### src/rtl/mem_arbiter.sv
// mem_arbiter
// Shares one multi-cycle main memory between the I-cache and D-cache miss
// handlers. One requester is served at a time. A line fill is a pipelined
// burst of WORDS word reads. A store is a single-word write.
//
// Ports
//   clk, rst_n                  clock, asynchronous active-low reset
//   i_req/i_wr/i_addr/i_wdata   I-cache request (req held until i_done)
//   i_gnt/i_rvalid/i_done       I-cache grant, fill word valid, completion pulse
//   d_*                         same set of signals for the D-cache
//   rdata, word_idx             shared fill word and its index in the line
//   mem_en/mem_wr/mem_addr/mem_wdata   memory command (all zero when idle)
//   mem_rdata/mem_rvalid        memory read return, in order, any latency
module mem_arbiter #(
  parameter int WORDS  = 8,
  parameter int ADDR_W = 16,
  parameter int DATA_W = 16,
  localparam int IDX_W = $clog2(WORDS)
) (
  input  logic              clk,
  input  logic              rst_n,
  input  logic              i_req,
  input  logic              i_wr,
  input  logic [ADDR_W-1:0] i_addr,
  input  logic [DATA_W-1:0] i_wdata,
  output logic              i_gnt,
  output logic              i_rvalid,
  output logic              i_done,
  input  logic              d_req,
  input  logic              d_wr,
  input  logic [ADDR_W-1:0] d_addr,
  input  logic [DATA_W-1:0] d_wdata,
  output logic              d_gnt,
  output logic              d_rvalid,
  output logic              d_done,
  output logic [DATA_W-1:0] rdata,
  output logic [IDX_W-1:0]  word_idx,
  output logic              mem_en,
  output logic              mem_wr,
  output logic [ADDR_W-1:0] mem_addr,
  output logic [DATA_W-1:0] mem_wdata,
  input  logic [DATA_W-1:0] mem_rdata,
  input  logic              mem_rvalid
);

  typedef enum logic [1:0] {S_IDLE, S_WRITE, S_ISSUE, S_DRAIN} state_t;

  localparam logic [IDX_W-1:0] LAST_IDX = IDX_W'(WORDS - 1);
  localparam logic OWN_I = 1'b0;
  localparam logic OWN_D = 1'b1;

  state_t            r_state;
  state_t            w_nextState;
  logic              r_owner;
  logic              r_lastOwner;
  logic [ADDR_W-1:0] r_addr;
  logic [DATA_W-1:0] r_wdata;
  logic [IDX_W-1:0]  r_issueCnt;
  logic [IDX_W-1:0]  r_retCnt;

  logic              w_grant;
  logic              w_grantOwner;
  logic              w_grantWr;
  logic              w_ret;
  logic              w_lastRet;
  logic              w_done;
  logic              w_busy;

  // Next-state decode and memory command. The read address keeps the line
  // base of the latched request and replaces the word offset with the issue
  // counter, so a fill always starts at word 0 of the line. A burst ends on
  // the last in-order return rather than after a fixed count of cycles, which
  // keeps the arbiter independent of memory latency.
  always_comb begin
    w_nextState  = r_state;
    w_grant      = 1'b0;
    w_grantOwner = OWN_I;
    w_grantWr    = 1'b0;
    w_ret        = 1'b0;
    w_lastRet    = 1'b0;
    w_done       = 1'b0;
    mem_en       = 1'b0;
    mem_wr       = 1'b0;
    mem_addr     = '0;
    mem_wdata    = '0;
    case (r_state)
      S_IDLE: begin
        if (i_req || d_req) begin
          w_grant = 1'b1;
          // Under contention the requester not served last wins.
          if (i_req && d_req) begin
            w_grantOwner = ~r_lastOwner;
          end else begin
            w_grantOwner = d_req;
          end
          w_grantWr   = (w_grantOwner == OWN_D) ? d_wr : i_wr;
          w_nextState = w_grantWr ? S_WRITE : S_ISSUE;
        end
      end
      S_WRITE: begin
        mem_en      = 1'b1;
        mem_wr      = 1'b1;
        mem_addr    = r_addr;
        mem_wdata   = r_wdata;
        w_done      = 1'b1;
        w_nextState = S_IDLE;
      end
      S_ISSUE: begin
        mem_en    = 1'b1;
        mem_addr  = {r_addr[ADDR_W-1:IDX_W+1], r_issueCnt, 1'b0};
        w_ret     = mem_rvalid;
        w_lastRet = mem_rvalid && (r_retCnt == LAST_IDX);
        if (w_lastRet) begin
          w_done      = 1'b1;
          w_nextState = S_IDLE;
        end else if (r_issueCnt == LAST_IDX) begin
          w_nextState = S_DRAIN;
        end
      end
      S_DRAIN: begin
        w_ret     = mem_rvalid;
        w_lastRet = mem_rvalid && (r_retCnt == LAST_IDX);
        if (w_lastRet) begin
          w_done      = 1'b1;
          w_nextState = S_IDLE;
        end
      end
      default: begin
        w_nextState = S_IDLE;
      end
    endcase
  end

  // Requester-facing outputs. Only the latched owner ever sees grant, valid
  // or done. Returns arriving in IDLE or WRITE are stale and are dropped.
  assign w_busy   = (r_state != S_IDLE);
  assign i_gnt    = w_busy && (r_owner == OWN_I);
  assign d_gnt    = w_busy && (r_owner == OWN_D);
  assign i_rvalid = w_ret && (r_owner == OWN_I);
  assign d_rvalid = w_ret && (r_owner == OWN_D);
  assign i_done   = w_done && (r_owner == OWN_I);
  assign d_done   = w_done && (r_owner == OWN_D);
  assign rdata    = w_ret ? mem_rdata : '0;
  assign word_idx = w_ret ? r_retCnt : '0;

  // State register and transaction context. The request is latched at grant
  // time so that later changes on the request inputs cannot disturb a burst
  // that memory has already accepted. The round-robin history is recorded at
  // grant time. Only one transaction runs at a time, so this matches the
  // history at completion.
  always_ff @(posedge clk or negedge rst_n) begin
    if (!rst_n) begin
      r_state     <= S_IDLE;
      r_owner     <= OWN_I;
      r_lastOwner <= OWN_I;
      r_addr      <= '0;
      r_wdata     <= '0;
      r_issueCnt  <= '0;
      r_retCnt    <= '0;
    end else begin
      r_state <= w_nextState;
      if (w_grant) begin
        r_owner     <= w_grantOwner;
        r_lastOwner <= w_grantOwner;
        r_addr      <= (w_grantOwner == OWN_D) ? d_addr : i_addr;
        r_wdata     <= (w_grantOwner == OWN_D) ? d_wdata : i_wdata;
        r_issueCnt  <= '0;
        r_retCnt    <= '0;
      end else begin
        if (r_state == S_ISSUE) begin
          r_issueCnt <= r_issueCnt + IDX_W'(1);
        end
        if (w_ret) begin
          r_retCnt <= r_retCnt + IDX_W'(1);
        end
      end
    end
  end

endmodule

### config.mk
export PLATFORM = sky130hd
export DESIGN_NAME = mem_arbiter
export DESIGN_NICKNAME = d
export VERILOG_FILES = /design/src/rtl/mem_arbiter.sv
export SDC_FILE = /design/constraint.sdc
export NUM_CORES = 1
export LEC_CHECK = 0
export BUFFER_PORTS_ARGS = -buffer_cell sky130_fd_sc_hd__clkbuf_2
export CAP_MARGIN = 20
export CORE_MARGIN = 8
export CORE_UTILIZATION = 35
export CTS_BUF_LIST = sky130_fd_sc_hd__clkbuf_16
export CTS_CLUSTER_DIAMETER = 150
export DETAILED_ROUTE_END_ITERATION = 8
export GPL_ROUTABILITY_DRIVEN = 0
export PLACE_DENSITY = 0.68
export SLEW_MARGIN = 20
export SYNTH_ARGS = -nofsm -noshare
export SYNTH_HDL_FRONTEND = slang
export SYNTH_SLANG_ARGS = --single-unit
### constraint.sdc
create_clock -name clk -period 5.2 [get_ports clk]
set_clock_uncertainty 0.1 [all_clocks]
set_input_delay 0 -clock clk [delete_from_list [all_inputs] [get_ports clk]]
set_output_delay 0 -clock clk [all_outputs]
set_load 0.01 [all_outputs]
# Yosys cells after proc, flatten, opt, wreduce, memory -nomap -nowiden
# Index checks and enable logic that the tools add are counted.
word_totals:
  regBits: 41
  inputBits: 87
  output_inout_bits: 59
  word_cells: 62
op_classes:
  n_addsub: 2
  eq_ne: 8
  mux: 29
  n_bitwise: 1
  n_reduce_logical: 16
ops:
  columns: ["operator", "count"]
  rows:
  - ["two-way mux 16 bit", 4]
  - ["case mux 16 bit (2 select lines)", 1]
  - ["two-way mux 3 bit", 5]
  - ["two-way mux 1 bit", 12]
  - ["two-way mux 2 bit", 5]
  - ["logical AND 1 bit", 8]
  - ["case mux 2 bit (4 select lines)", 1]
  - ["adder 3 x 1 -> 3 bit (second input constant)", 2]
  - ["== test 3 bit (second input constant)", 2]
  - ["nonzero test 2 bit", 3]
  - ["== test 2 bit (second input constant)", 2]
  - ["!= test 2 bit (second input constant)", 2]
  - ["OR reduction 2 bit", 2]
  - ["!= test 3 bit (second input constant)", 1]
  - ["AND reduction 3 bit", 1]
  - ["== test 2 x 1 -> 1 bit (second input constant)", 1]
  - ["zero test 2 bit", 1]
  - ["case mux 1 bit (2 select lines)", 1]
  - ["logical OR 1 bit", 1]
  - ["inverter 1 bit", 1]

# Longest topological paths before layout
# Gate-level depths: netlist of run 1.
depth:
  depth_word: 8
  depth_mapped: 7
  mapped_depth_nobuf: 5

# Worst setup path before layout of run 1
# Ideal clock, no wire load.
synth_path:
  path_type: "register to register"
  startpoint: "register r_state[0]"
  endpoint: "register r_state[1]"
  setup_time_ps: 144
  t_arrival_ps: 1381
  t_required_ps: 4956
  path_slack_ps: 3575
  path_stages_with_launch: 7
  n_path_buf: 1
  period_less_slack_ps: 1625
  path_cell_list: "dfrtp_1 inv_1 ha_1 buf_4 a21boi_1 a222oi_1 o32ai_1"
synth_via:
  elab_chain_len: 3
  word_cells_on_any_way: 9
  classes_between: "6 x eq/ne; 1 x mux; 2 x reduce/logical"
synth_lines:
  columns: ["element", "line", "source"]
  rows:
  - ["start: declaration", "52", "state_t r_state;"]
  - ["start signal: assignment", "161", "r_state <= w_nextState;"]
  - ["== test 2 bit or zero test 2 bit (tied branches)", "86", "case (r_state)"]
  - ["!= test 3 bit (no line) or != test 2 bit (tied branches)", null, null]
  - ["AND reduction 3 bit (no line)", null, null]
# Several ways; a longest one is shown, not always the timed one.
# A chain may end at the register's enable or synchronous reset.

# Final worst setup path of run 1
layout_path:
  startpoint: "register r_state[1]"
  endpoint: "register r_wdata[15]"
layout_via:
  elab_chain_len: 3
  word_cells_on_any_way: 4
  classes_between: "3 x mux; 1 x reduce/logical"
layout_lines:
  columns: ["element", "line", "source"]
  rows:
  - ["zero test 2 bit (*)", "86", null]
  - ["two-way mux 1 bit", "86", null]
  - ["two-way mux 16 bit", "166", "r_wdata <= (w_grantOwner == OWN_D) ? d_wdata : i_wdata;"]
  - ["end signal: assignment", "166", null]
  - ["end: declaration", "57", "logic [DATA_W-1:0] r_wdata;"]
# Every way passes the cells marked *; elsewhere a longest branch is shown, timed or not.

==> results of run 1 <==
[metrics by stage]
stage / cell area, um2 / power [W]
finish: 4080 / 0.00202
global route: 4080 / 0.00218
CTS: 4080 / 0.00202
detailed placement: 3270 / 0.00148
global placement: 3270 / 0.00145
floorplan: 2510 / 0.00117
[per-layer routing]
| layer | up-vias | share of wire | global-route usage |
|---|---|---|---|
| met1 | 1321 | 0.40 | 0.190 |
| met5 | - | 0 | 0 |
| met4 | 0 | 0.015 | 0.0558 |
| met2 | 127 | 0.49 | 0.314 |
| met3 | 11 | 0.094 | 0.0497 |
| li1 | 1412 | - | - |
[cell families (layout without fill, tap and decap cells)]
| group | count (synthesis) | in the layout | synth area share |
|---|---|---|---|
| adders and majority gates | 8 | 8 | 0.0399 |
| and+or+nand+nor | 134 | 134 | 0.255 |
| buffers and inverters | 27 | 225 | 0.0469 |
| muxes | 5 | 5 | 0.0205 |
| AOI/OAI and AO/OA | 83 | 83 | 0.221 |
| DFF | 41 | 41 | 0.409 |
| xor gates and xnor gates | 2 | 2 | 0.00699 |
[registers in the layout, indices dropped and copies added (netlist names)]
register     count
r_lastOwner      1
r_wdata         16
r_issueCnt       3
r_addr          16
r_state          2
r_retCnt         3
[where the power goes]
group          switching, W  internal (W)
Sequential        0.0000863      0.000464
Clock              0.000117      0.000173
Combinational      0.000600      0.000581
Total              0.000804       0.00122
[cells in the mapped netlist (all sizes together), types with 2 or more instances]
cell / instances / area share
mux2i: 4 / 0.016
ha: 8 / 0.040
buf: 11 / 0.023
dfrtp: 41 / 0.41
xnor2: 2 / 0.0070
nand2: 39 / 0.058
a21oi: 35 / 0.070
nor2: 40 / 0.060
and2: 49 / 0.12
clkbuf: 13 / 0.019
nor2b: 6 / 0.015
a21boi: 3 / 0.013
o21a: 2 / 0.0060
o31ai: 32 / 0.096
o21ai: 2 / 0.0055
inv: 3 / 0.0045
a22oi: 3 / 0.0090
[worst min path at each step]
stage | start | to | slack (ps) | cells past startpoint
finish | mem_rvalid | r_retCnt[2]$_DFFE_PN0P_ | 70 | 4
global placement | rst_n | r_addr[0]$_DFFE_PN0P_ | 120 | 1
global route | mem_rvalid | r_retCnt[2]$_DFFE_PN0P_ | 120 | 4
floorplan | rst_n | r_addr[0]$_DFFE_PN0P_ | -400 | 0
detailed placement | rst_n | r_addr[0]$_DFFE_PN0P_ | 140 | 1
CTS | mem_rvalid | r_retCnt[2]$_DFFE_PN0P_ | 80 | 4
[layout make-up]
| cell class | instances | area share |
|---|---|---|
| clock inverters | 3 | 0.00307 |
| repair buffers | 214 | 0.346 |
| clock buffers | 5 | 0.0307 |
| flip-flops and latches | 41 | 0.251 |
| inverters | 3 | 0.00276 |
| well taps | 99 | 0.0303 |
| multi-input cells | 232 | 0.336 |
[critical path, delay by kind of cell (launching register included)]
family	cells	cell delay, ps
compound gates	2	570
flops	1	420
fa+ha+maj	1	150
buf+inv	4	1470
[what timing repair did]
item	in CTS	in global routing
hold buffers	67	0
setup buffers	0	0
endpoints found under the hold margin	74	0
==> results.txt, run 1 <==
Fillers: 663
largest stage delay on the critical path: 600 ps
PnR worst setup slack: 2400 ps
utilization of the core after routing: 0.575
reported leakage power: 2.10 nW
maximum VDD drop: 0.193 mV
biggest fanout along the worst timing path: 44
setup TNS: 0 ps
Slew Limit Headroom: 0.377
pin count of the biggest net entering global routing: 45
flop and latch count out of synthesis: 41
Reg clk slew, reported paths: 60 ps
final slew viol count: 0
sequential share of the synthesized area: 0.409
Overall Global Routing Usage: 0.174
final setup violation count: 0
count of inserted antenna diode cells: 0
buffers added on ports: 145
area of the mapped netlist: 2510 um2
total power density per cell area: 495 nW/um2
critical path arrival: 2920 ps
post-cts resize count: 0
initial antenna violation count: 0
deepest clock path buffer count: 2
Multi-input gate area: 1370 um2
clock net sink count: 41
Main synth FF type: sky130_fd_sc_hd__dfrtp_1
launching element type of the critical path: flop
classification of the worst setup path: flop to flop
clock tree from TritonCTS: built
critical path, cell by cell: inv_1 > ha_1 > buf_4 > o21ai_4 > buf_4 > o31ai_1 > dlygate4sd3_1
insertion delay of the later-clocked pin in the worst-skew pair: 280 ps
number of levels the H-tree was split into: 2
outcome: completed
Worst Setup End Kind: flop
vias per inst: 4.81
library cell appearing most often on the critical path: sky130_fd_sc_hd__buf_4
footprint of the flip-flops and latches: 1030 um2
top library cells by usage in the layout, fill and taps aside: sky130_fd_sc_hd__clkbuf_2, sky130_fd_sc_hd__dlygate4sd3_1, sky130_fd_sc_hd__and2_1
Place WS: 2980 ps
share of async-settable or async-resettable flops after synthesis: 1.00
post-route DRC violation count: 0
residual antenna-violating net count after detailed routing: 0
data required time of the critical path: 5310 ps
Hold Worst Slack: 72.8 ps
worst setup path startpoint: r_state[1]$_DFFE_PN0P_
Synth Net Count: 395
worst reg-to-reg setup slack: 2400 ps
horizontal extent of the die: 101 um
area inside the core boundary: 7100 um2
top-level port count: 146
estimated wirelength of the detail-placed design: 6.30 mm
clock period minus worst slack: 2800 ps
startpoint of the worst register-to-register path: r_state[1]$_DFFE_PN0P_
first-pass detailed-route iteration total: 4
setup repair after global routing missed its margin: false
warnings from Yosys: 0
sum of overflow across all layers after global routing: 0
global-route wire length before repair: 14.3 mm
Vias: 2871
R2R cell count: 7
number of nets in the layout: 592
total placed cells including tap cells: 522
number of buffers created by CTS: 5
transition time at the pin with the least slew margin: 934 ps
routed wire length per instance: 15.1 um
non-filler instance count after layout: 597
portion of the clock cycle consumed by the worst path in the final layout: 0.539
timing-limited maximum frequency: 357 MHz
final-report hold violation count: 0
worst hold path type: primary input to flop
vias in the first global route: 3067
share of post-route cells with drive strength above 1: 0.315
number of core rows: 31
synth unique cells: 28
Post-synth EDFFs: 0
CTS Root Cell: sky130_fd_sc_hd__clkbuf_16
capture point of the worst path: r_wdata[15]$_DFFE_PN0P_
synth-to-layout area growth: 62.8%
number of DRC markers after the initial detailed-route iteration: 130
max-capacitance violation count: 0
mean post-synth cell area: 8.36 um2
routed wire length: 9.03 mm
most common cell after layout, fill and taps aside: sky130_fd_sc_hd__clkbuf_2
starting density of the core: 0.353
master of the slowest instance on the critical path: sky130_fd_sc_hd__dlygate4sd3_1
worst r2r dst: r_wdata[15]$_DFFE_PN0P_
y dimension of the die: 101 um
Post-Synthesis Cells: 300
Die Area: 10100 um2
No activity file was read; power rests on OpenSTA's default activity.
==> run 2: changes to the inputs <==
- clock period: 5.2 -> 2.6 ns (I/O delays scaled with it)
==> results.txt, run 2 (synthesis gave the netlist of run 1 again) <==
share of post-route cells with drive strength above 1: 0.323
most common cell after layout, fill and taps aside: sky130_fd_sc_hd__clkbuf_2
worst r2r dst: r_wdata[1]$_DFFE_PN0P_
startpoint of the worst register-to-register path: r_state[1]$_DFFE_PN0P_
horizontal extent of the die: 101 um
insertion delay of the later-clocked pin in the worst-skew pair: 280 ps
timing-limited maximum frequency: 410 MHz
estimated wirelength of the detail-placed design: 6.19 mm
biggest fanout along the worst timing path: 43
footprint of the flip-flops and latches: 1030 um2
count of cells along the worst hold path: 4
count of inserted antenna diode cells: 0
Overall Global Routing Usage: 0.169
total power density per cell area: 1010 nW/um2
Reg clk slew, reported paths: 60 ps
Slew Limit Headroom: 0.368
Hold Path End: r_state[1]$_DFFE_PN0P_
non-filler instance count after layout: 603
R2R cell count: 6
number of levels the H-tree was split into: 2
routed wire length: 9.15 mm
number of DRC markers after the initial detailed-route iteration: 117
final-report hold violation count: 0
vias in the first global route: 2873
classification of the worst setup path: flop to flop
synth-to-layout area growth: 65.6%
post-route DRC violation count: 0
clock tree from TritonCTS: built
area inside the core boundary: 7100 um2
routed wire length per instance: 15.2 um
outcome: completed
number of core rows: 31
final slew viol count: 0
Die Area: 10100 um2
clock period minus worst slack: 2440 ps
global-route wire length before repair: 13.9 mm
top library cells by usage in the layout, fill and taps aside: sky130_fd_sc_hd__clkbuf_2, sky130_fd_sc_hd__dlygate4sd3_1, sky130_fd_sc_hd__and2_1
setup repair after global routing missed its margin: false
portion of the clock cycle consumed by the worst path in the final layout: 0.937
Multi-input gate area: 1380 um2
launching element type of the critical path: flop
first-pass detailed-route iteration total: 7
Worst Setup End Kind: flop
initial antenna violation count: 0
y dimension of the die: 101 um
PnR worst setup slack: 163 ps
pin count of the biggest net entering global routing: 46
vias per inst: 4.81
worst reg-to-reg setup slack: 160 ps
max-capacitance violation count: 0
number of buffers created by CTS: 5
data required time of the critical path: 2720 ps
starting density of the core: 0.353
Place WS: 643 ps
CTS Root Cell: sky130_fd_sc_hd__clkbuf_16
final setup violation count: 0
deepest clock path buffer count: 2
setup TNS: 0 ps
Fillers: 662
critical path arrival: 2560 ps
buffers added on ports: 145
clock net sink count: 41
transition time at the pin with the least slew margin: 947 ps
largest registers ranked by flip-flop count: r_addr (16), r_wdata (16)
top-level port count: 146
residual antenna-violating net count after detailed routing: 0
hold path startpoint: i_wr
reported leakage power: 2.14 nW
total placed cells including tap cells: 524
number of nets in the layout: 598
worst hold path type: primary input to flop
sum of overflow across all layers after global routing: 0
Vias: 2901
maximum VDD drop: 0.384 mV
post-cts resize count: 0
run 2: cell types whose count changed in the layout (fill, tap and decap cells not counted), sizes merged:
cell / change
clkinv: -2
buf: +5
inv: +1
o21ai: +1
bufinv: +1
run 2: layer usage:
| layer | vias to the layer above | wire length, um | track usage |
|---|---|---|---|
| met5 | - | 0 | 0 |
| met4 | 0 | 66 | 0.0395 |
| met3 | 4 | 813 | 0.0470 |
| met2 | 128 | 4460 | 0.294 |
| met1 | 1341 | 3810 | 0.199 |
| li1 | 1428 | - | - |
run 2: what timing repair did:
action                     in CTS  in global routing
hold endpoints to repair       74                  0
hold buffers                   67                  0
setup buffers                   0                  3
setup endpoints to repair       0                 13
run 2: final cells by class:
class                   instances  share of cell area
flip-flops and latches         41               0.247
repair buffers                219               0.349
inverters                       3             0.00271
multi-input cells             233               0.332
well taps                      99              0.0298
clock inverters                 3             0.00904
clock buffers                   5              0.0301
run 2: worst max path at each step:
stage                                    endpoint                    from  depth (start not counted)  slack, ps
after CTS                   r_addr[4]$_DFFE_PN0P_                   i_req                          6         50
after global routing       r_wdata[1]$_DFFE_PN0P_  r_state[1]$_DFFE_PN0P_                          6         20
after floorplan            r_state[1]$_DFFE_PN0P_  r_state[0]$_DFFE_PN0P_                          6        980
after detailed placement  r_retCnt[0]$_DFFE_PN0P_  r_state[0]$_DFFE_PN0P_                          5        640
after global placement    r_retCnt[0]$_DFFE_PN0P_  r_state[0]$_DFFE_PN0P_                          5        720
final                      r_wdata[1]$_DFFE_PN0P_  r_state[1]$_DFFE_PN0P_                          6        160
run 2: where the power goes:
group          leakage (nW)  internal [W]  switching, W
Combinational          1.54       0.00119       0.00121
Sequential            0.513      0.000927      0.000173
Clock                0.0826      0.000446      0.000240
Total                  2.14       0.00256       0.00162
run 2: through the flow:
step	power (W)	area, um2	hold WS [ps]	utilization
after floorplan	0.00233	2510	-396	-
after detailed placement	0.00295	3290	153	0.463
after global routing	0.00449	4150	102	0.585
after CTS	0.00414	4120	79.5	0.581
after global placement	0.00291	3290	135	0.463
final	0.00418	4150	74.3	0.585
run 2: worst max-delay path, cell delays in order (launching register included):
cell and delay [ps]:
sky130_fd_sc_hd__dfrtp_1 420, sky130_fd_sc_hd__inv_1 110, sky130_fd_sc_hd__ha_1 290, sky130_fd_sc_hd__buf_4 450, sky130_fd_sc_hd__a21oi_1 150, sky130_fd_sc_hd__o31ai_1 260, sky130_fd_sc_hd__dlygate4sd3_1 580
